<file path="src/rtl/game_ctrl_pkg.sv">
// Shared definitions for the memory-game controller: state encoding and
// the control word that the FSM drives into the datapath.
package game_ctrl_pkg;

    localparam int STATE_W = 3;

    typedef enum logic [STATE_W-1:0] {
        S_INIT   = 3'd0,
        S_SETUP  = 3'd1,
        S_SEQ    = 3'd2,
        S_PLAY   = 3'd3,
        S_CHECK  = 3'd4,
        S_NEXT   = 3'd5,
        S_CLEAR  = 3'd6,
        S_RESULT = 3'd7
    } state_t;

    typedef struct packed {
        logic r1;
        logic r2;
        logic e1;
        logic e2;
        logic e3;
        logic e4;
        logic sel;
    } ctrl_t;

    // Control word for a given state; sel defaults to the game view.
    function automatic ctrl_t decode_state(state_t s);
        ctrl_t c;
        c     = '0;
        c.sel = 1'b1;
        case (s)
            S_INIT:   begin c.r1 = 1'b1; c.r2 = 1'b1; end
            S_SETUP:  c.e1 = 1'b1;
            S_SEQ:    c.e3 = 1'b1;
            S_PLAY:   c.e2 = 1'b1;
            S_CHECK:  ;
            S_NEXT:   c.e4 = 1'b1;
            S_CLEAR:  c.r2 = 1'b1;
            S_RESULT: c.sel = 1'b0;
            default:  begin c.r1 = 1'b1; c.r2 = 1'b1; end
        endcase
        return c;
    endfunction

endpackage

</file>
<file path="src/rtl/game_controller_enter_sync.sv">
// Enter key conditioning: polarity fix, two-flop synchronizer and a
// registered rising-edge detector producing a single-cycle press pulse.
// Reset parks every flop at the released level so no pulse follows reset.
module enter_sync #(
    parameter bit ACTIVE_LOW = 1'b1
) (
    input  logic clk,
    input  logic rst,
    input  logic key,
    output logic pulse
);

    logic level;
    logic sync1;
    logic sync2;
    logic prev;
    logic pulse_q;

    // Normalise so that 1 always means "pressed" before synchronizing.
    assign level = ACTIVE_LOW ? ~key : key;

    // Synchronize the raw key and register the press edge.
    always_ff @(posedge clk or posedge rst) begin
        if (rst) begin
            sync1   <= 1'b0;
            sync2   <= 1'b0;
            prev    <= 1'b0;
            pulse_q <= 1'b0;
        end else begin
            sync1   <= level;
            sync2   <= sync1;
            prev    <= sync2;
            pulse_q <= sync2 & ~prev;
        end
    end

    assign pulse = pulse_q;

endmodule

</file>
<file path="src/rtl/game_controller.sv">
// Moore controller sequencing the memory-game datapath. Outputs come from
// a register updated together with the state, so no input reaches an
// output combinationally. dbg_state mirrors the registered state.
module game_controller
    import game_ctrl_pkg::*;
#(
    parameter bit ENTER_ACTIVE_LOW = 1'b1,
    parameter int R2_HOLD          = 4,
    parameter int STATE_W          = game_ctrl_pkg::STATE_W
) (
    input  logic               clock_50,
    input  logic               reset,
    input  logic               enter,
    input  logic               end_fpga,
    input  logic               end_user,
    input  logic               end_time,
    input  logic               win,
    input  logic               match,
    output logic               r1,
    output logic               r2,
    output logic               e1,
    output logic               e2,
    output logic               e3,
    output logic               e4,
    output logic               sel,
    output logic [STATE_W-1:0] dbg_state
);

    localparam int              HOLD_W    = (R2_HOLD > 1) ? $clog2(R2_HOLD) : 1;
    localparam logic [HOLD_W-1:0] HOLD_LOAD = HOLD_W'(R2_HOLD - 1);

    state_t            state;
    ctrl_t             ctrl;
    logic [HOLD_W-1:0] hold_cnt;
    logic              enter_p;

    enter_sync #(
        .ACTIVE_LOW (ENTER_ACTIVE_LOW)
    ) u_enter_sync (
        .clk   (clock_50),
        .rst   (reset),
        .key   (enter),
        .pulse (enter_p)
    );

    // State, CLEAR hold counter and registered control word; every move
    // loads the control word of the destination state in the same edge.
    always_ff @(posedge clock_50 or posedge reset) begin
        if (reset) begin
            state    <= S_INIT;
            ctrl     <= decode_state(S_INIT);
            hold_cnt <= '0;
        end else begin
            case (state)
                S_INIT: begin
                    state <= S_SETUP;
                    ctrl  <= decode_state(S_SETUP);
                end
                S_SETUP: begin
                    if (enter_p) begin
                        state <= S_SEQ;
                        ctrl  <= decode_state(S_SEQ);
                    end
                end
                S_SEQ: begin
                    if (end_fpga) begin
                        state <= S_PLAY;
                        ctrl  <= decode_state(S_PLAY);
                    end
                end
                S_PLAY: begin
                    // A timeout is a loss even if the user just finished.
                    if (end_time) begin
                        state <= S_RESULT;
                        ctrl  <= decode_state(S_RESULT);
                    end else if (end_user) begin
                        state <= S_CHECK;
                        ctrl  <= decode_state(S_CHECK);
                    end
                end
                S_CHECK: begin
                    if (match) begin
                        state <= S_NEXT;
                        ctrl  <= decode_state(S_NEXT);
                    end else begin
                        state <= S_RESULT;
                        ctrl  <= decode_state(S_RESULT);
                    end
                end
                S_NEXT: begin
                    // win reflects the round before the e4 increment lands.
                    if (win) begin
                        state <= S_RESULT;
                        ctrl  <= decode_state(S_RESULT);
                    end else begin
                        state    <= S_CLEAR;
                        ctrl     <= decode_state(S_CLEAR);
                        hold_cnt <= HOLD_LOAD;
                    end
                end
                S_CLEAR: begin
                    // r2 is held long enough for slow-clocked round logic.
                    if (hold_cnt == '0) begin
                        state <= S_SEQ;
                        ctrl  <= decode_state(S_SEQ);
                    end else begin
                        hold_cnt <= hold_cnt - 1'b1;
                    end
                end
                S_RESULT: begin
                    if (enter_p) begin
                        state <= S_INIT;
                        ctrl  <= decode_state(S_INIT);
                    end
                end
                default: begin
                    state <= S_INIT;
                    ctrl  <= decode_state(S_INIT);
                end
            endcase
        end
    end

    assign r1        = ctrl.r1;
    assign r2        = ctrl.r2;
    assign e1        = ctrl.e1;
    assign e2        = ctrl.e2;
    assign e3        = ctrl.e3;
    assign e4        = ctrl.e4;
    assign sel       = ctrl.sel;
    assign dbg_state = STATE_W'(state);

endmodule

</file>
<file path="config.mk">
export PLATFORM = sky130hd
export DESIGN_NAME = game_controller
export DESIGN_NICKNAME = d
export VERILOG_FILES = /design/src/rtl/game_ctrl_pkg.sv /design/src/rtl/game_controller_enter_sync.sv /design/src/rtl/game_controller.sv
export SDC_FILE = /design/constraint.sdc
export NUM_CORES = 1
export LEC_CHECK = 0
export BUFFER_PORTS_ARGS = -buffer_cell sky130_fd_sc_hd__buf_4
export CAP_MARGIN = 20
export CORE_ASPECT_RATIO = 0.5
export CORE_MARGIN = 2
export CORE_UTILIZATION = 30
export CTS_BUF_LIST = sky130_fd_sc_hd__clkbuf_8
export CTS_CLUSTER_DIAMETER = 80
export DETAILED_ROUTE_END_ITERATION = 8
export PLACE_DENSITY = 0.54
export SYNTH_ARGS = -nofsm -noshare
export SYNTH_HDL_FRONTEND = slang
export SYNTH_HIERARCHICAL = 1
export SYNTH_SLANG_ARGS = --single-unit
</file>
<file path="constraint.sdc">
create_clock -name clock_50 -period 2.5 [get_ports clock_50]
set_input_delay 0.125 -clock clock_50 [delete_from_list [all_inputs] [get_ports clock_50]]
set_output_delay 0.125 -clock clock_50 [all_outputs]
set_load 0.005 [all_outputs]
</file>
==> run_results.csv <==
group,metric,value,unit
detailed_routing,drc,0,
global_routing,grt.overflow.total,0,
clocking,clock_sinks,16,
sta,fin_ws,0.728,ns
global_routing,grt.total_usage,11.5,%
global_routing,antenna_found_initial,0,
worst_setup_path,critPathMaxFanout,14,
sta,layout_min_cycle_time,1.77,ns
synthesis,yosysUniqueCellTypes,31,
final_layout,layout.cells.non_filler,130,
sta,fmax,564,MHz
clocking,ctsLongestPathBuffers,2,
clocking,post-cts-setup-buffer-count,0,
synthesis,synth.avg_cell_area,11.1,sq um
synthesis,synthTopCellsByArea,"dfrtp_1 (39%), dfstp_2 (9.6%), mux2_4 (5.5%)",
worst_setup_path,r2r.worst_path.cells,4,
status,status,"finished, final reports clean",
final_layout,drive_gt1_share,34.4,%
synthesis,ys_ff_latch,16,
hold_path,whs_path_depth,2,
pwr,sw_frac_of_total,37.4,%
detailed_routing,vias,589,
final_layout,syn2layout_area_growth,26.6,%
synthesis,synth_edf_count,0,
synthesis,ys.flop_type,"dfrtp_1",
final_layout,largest_reg_flops,3,
pwr,p_switching,493,uW
synthesis,synth-seq-area-share,49.0,%
worst_setup_path,cp-end-kind,"flip-flop",
detailed_routing,drtIter0Drc,21,
worst_setup_path,worst_ep_required_time,2.68,ns
synthesis,synth_fp_nets,83,
synthesis,synth_top_area_share,39.5,%
hold_path,hold_path.startpoint,"enter",
clocking,cts.clk_slew.worst_paths,0.07,ns
pwr,power,1320,uW
synthesis,synthCells,74,
place,dp_slack,0.725,ns
clocking,clk_latency,0.25,ns
sta,hold_ws,0.0127,ns
synthesis,yosysTopAreaCell,"dfrtp_1",
worst_setup_path,r2r_setup_slack,0.73,ns
clocking,h-tree-depth,1,
detailed_routing,wire_per_inst,12.0,um
place,dp_cells,125,
detailed_routing,dr.pass1.iters,4,
floorplan,coreArea,0.00260,sq mm
sta,hold_viol,0,
pwr,max-vdd-ir-drop,0.000513,V
clocking,cts_root_buf,"clkbuf_8",
final_layout,fill_cells,269,
pwr,p_leak,0.000489,uW
sta,setup_violations,0,
sta,rsz0062_at_grt,"no",
worst_setup_path,timing.rr.end,"r1$_DFFE_PP1P_",
place,dp_hpwl,1200,um
global_routing,grt_max_degree,16,
floorplan,row_count,13,
synthesis,yosysWarningCount,6,
pwr,pwr-share-clk,17.2,%
final_layout,nNetsFinal,103,
clocking,cts_buffers,3,
sta,maxSlewHeadroom,66.6,%
floorplan,start_util,31.7,%
pwr,p_int,824,uW
sta,timing.setup.tns,0,ns
clocking,cts_tree,"yes",
global_routing,grt_pass1_vias,563,
global_routing,grt_pass1_wl,2640,um
worst_setup_path,arrival,1.95,ns
final_layout,antennaDiodeCount,0,
floorplan,dieArea,0.00321,sq mm
sta,worst_pin_slew,0.500,ns
place,port_buffers,17,
synthesis,syn_area,825,sq um
synthesis,synthArstFlopShare,100,%
hold_path,worstHoldPathType,"input pin to flip-flop",
pwr,powerDensity,1260,mW/mm^2
pwr,comb_power_share,46.6,%
hold_path,hold_end,"u_enter_sync/sync1$_DFF_PP0_",
detailed_routing,wirelength,1560,um
worst_setup_path,critPathLaunchType,"flip-flop",
pwr,pwr-share-seq,36.2,%
floorplan,die_h,41.1,um
run,max_cap_violations,0,
floorplan,dieWidth,78.1,um
worst_setup_path,r2r-start,"dbg_state[2]$_DFFE_PP0P_",
sta,report.final.slew_viol_count,0,
place,routabilityCongestion,0.797,
sta,clock_skew,0.00592,ns
sta,min_period_over_period,70.9,%
floorplan,pin_count,18,
detailed_routing,drtAntennaViolNets,0,
worst_setup_path,critPathKind,"flip-flop to flip-flop",
detailed_routing,vias_per_cell,4.53,
==> worst max-delay path, cell delays in order (launching register included) <==
cell      delay [ns]
dfrtp_1         0.60
nand2b_1        0.12
a21boi_1        0.19
o31ai_4         0.45
mux2_4          0.34
==> power groups by stage <==
stage / registers (uW) / logic [uW] / clock network [uW]
global route: 495 / 681 / 248
finish: 477 / 613 / 227
detailed placement: 482 / 620 / 0
floorplan: 423 / 503 / 0
global placement: 476 / 606 / 0
CTS: 476 / 622 / 237
==> repair_timing <==
item                                   CTS  global route
gates resized for setup                  0             0
setup endpoints to repair                0             0
endpoints found under the hold margin   13             0
hold buffers                             1             0
==> layer usage <==
| layer | routed length (um) | track usage [%] |
|---|---|---|
| met5 | 0 | 0 |
| met4 | 11 | 3.95 |
| met3 | 61 | 5.29 |
| met2 | 776 | 20.3 |
| met1 | 710 | 13.0 |
==> layout make-up <==
cell class | instances | area, sq um | area share [%]
tap | 37 | 46.3 | 4.44
clock buffer | 4 | 55.1 | 5.28
multi-input combinational | 46 | 367 | 35.1
inverter | 9 | 33.8 | 3.24
sequential | 16 | 404 | 38.7
timing repair buffer | 18 | 138 | 13.2
==> cells in the mapped netlist, types with 2 or more instances <==
cell,instances
a21oi_1,2
dfstp_2,3
nor3_1,2
inv_1,8
mux2i_1,2
mux2_4,3
nand2_1,5
a32o_1,2
nand2b_1,2
o21ai_0,5
a22o_1,3
dfrtp_1,13
o31ai_1,2
nor2_1,5
==> cell usage in the layout (no fill, tap or decap), drive strengths merged, types with 3 or more instances in the layout <==
master,count
o31ai,3
mux2,5
dfstp,3
o21ai,6
nor2,5
dfrtp,13
nand2,5
buf,17
clkbuf,4
inv,9
a22o,3
==> per-stage QoR <==
step	instance area, sq um	utilization (%)
floorplan	825	-
global placement	978	37.6
detailed placement	978	37.6
CTS	1040	40.1
global route	1040	40.1
finish	1040	40.1
==> cell families (layout without fill, tap and decap cells) <==
group / after synthesis / in the layout / share of synthesized area (%)
AOI/OAI and AO/OA: 20 / 20 / 21.1
and+or+nand+nor: 18 / 18 / 11.2
DFF: 16 / 16 / 49.0
buffers and inverters: 12 / 31 / 6.52
muxes: 7 / 7 / 10.6
adders and majority gates: 1 / 1 / 1.52
==> how the worst max path moves through the flow <==
stage | depth (start not counted) | slack, ns | endpoint | start
3_3_place_gp | 4 | 0.80 | r1$_DFFE_PP1P_ | dbg_state[2]$_DFFE_PP0P_
4_1_cts | 4 | 0.72 | r1$_DFFE_PP1P_ | dbg_state[2]$_DFFE_PP0P_
5_1_grt | 4 | 0.61 | sel$_DFFE_PP1P_ | dbg_state[2]$_DFFE_PP0P_
6_report | 4 | 0.73 | r1$_DFFE_PP1P_ | dbg_state[2]$_DFFE_PP0P_
3_5_place_dp | 4 | 0.72 | r1$_DFFE_PP1P_ | dbg_state[2]$_DFFE_PP0P_
2_1_floorplan | 5 | 1.01 | sel$_DFFE_PP1P_ | dbg_state[1]$_DFFE_PP0P_
Note: power is estimated with default switching activity, not from simulation.
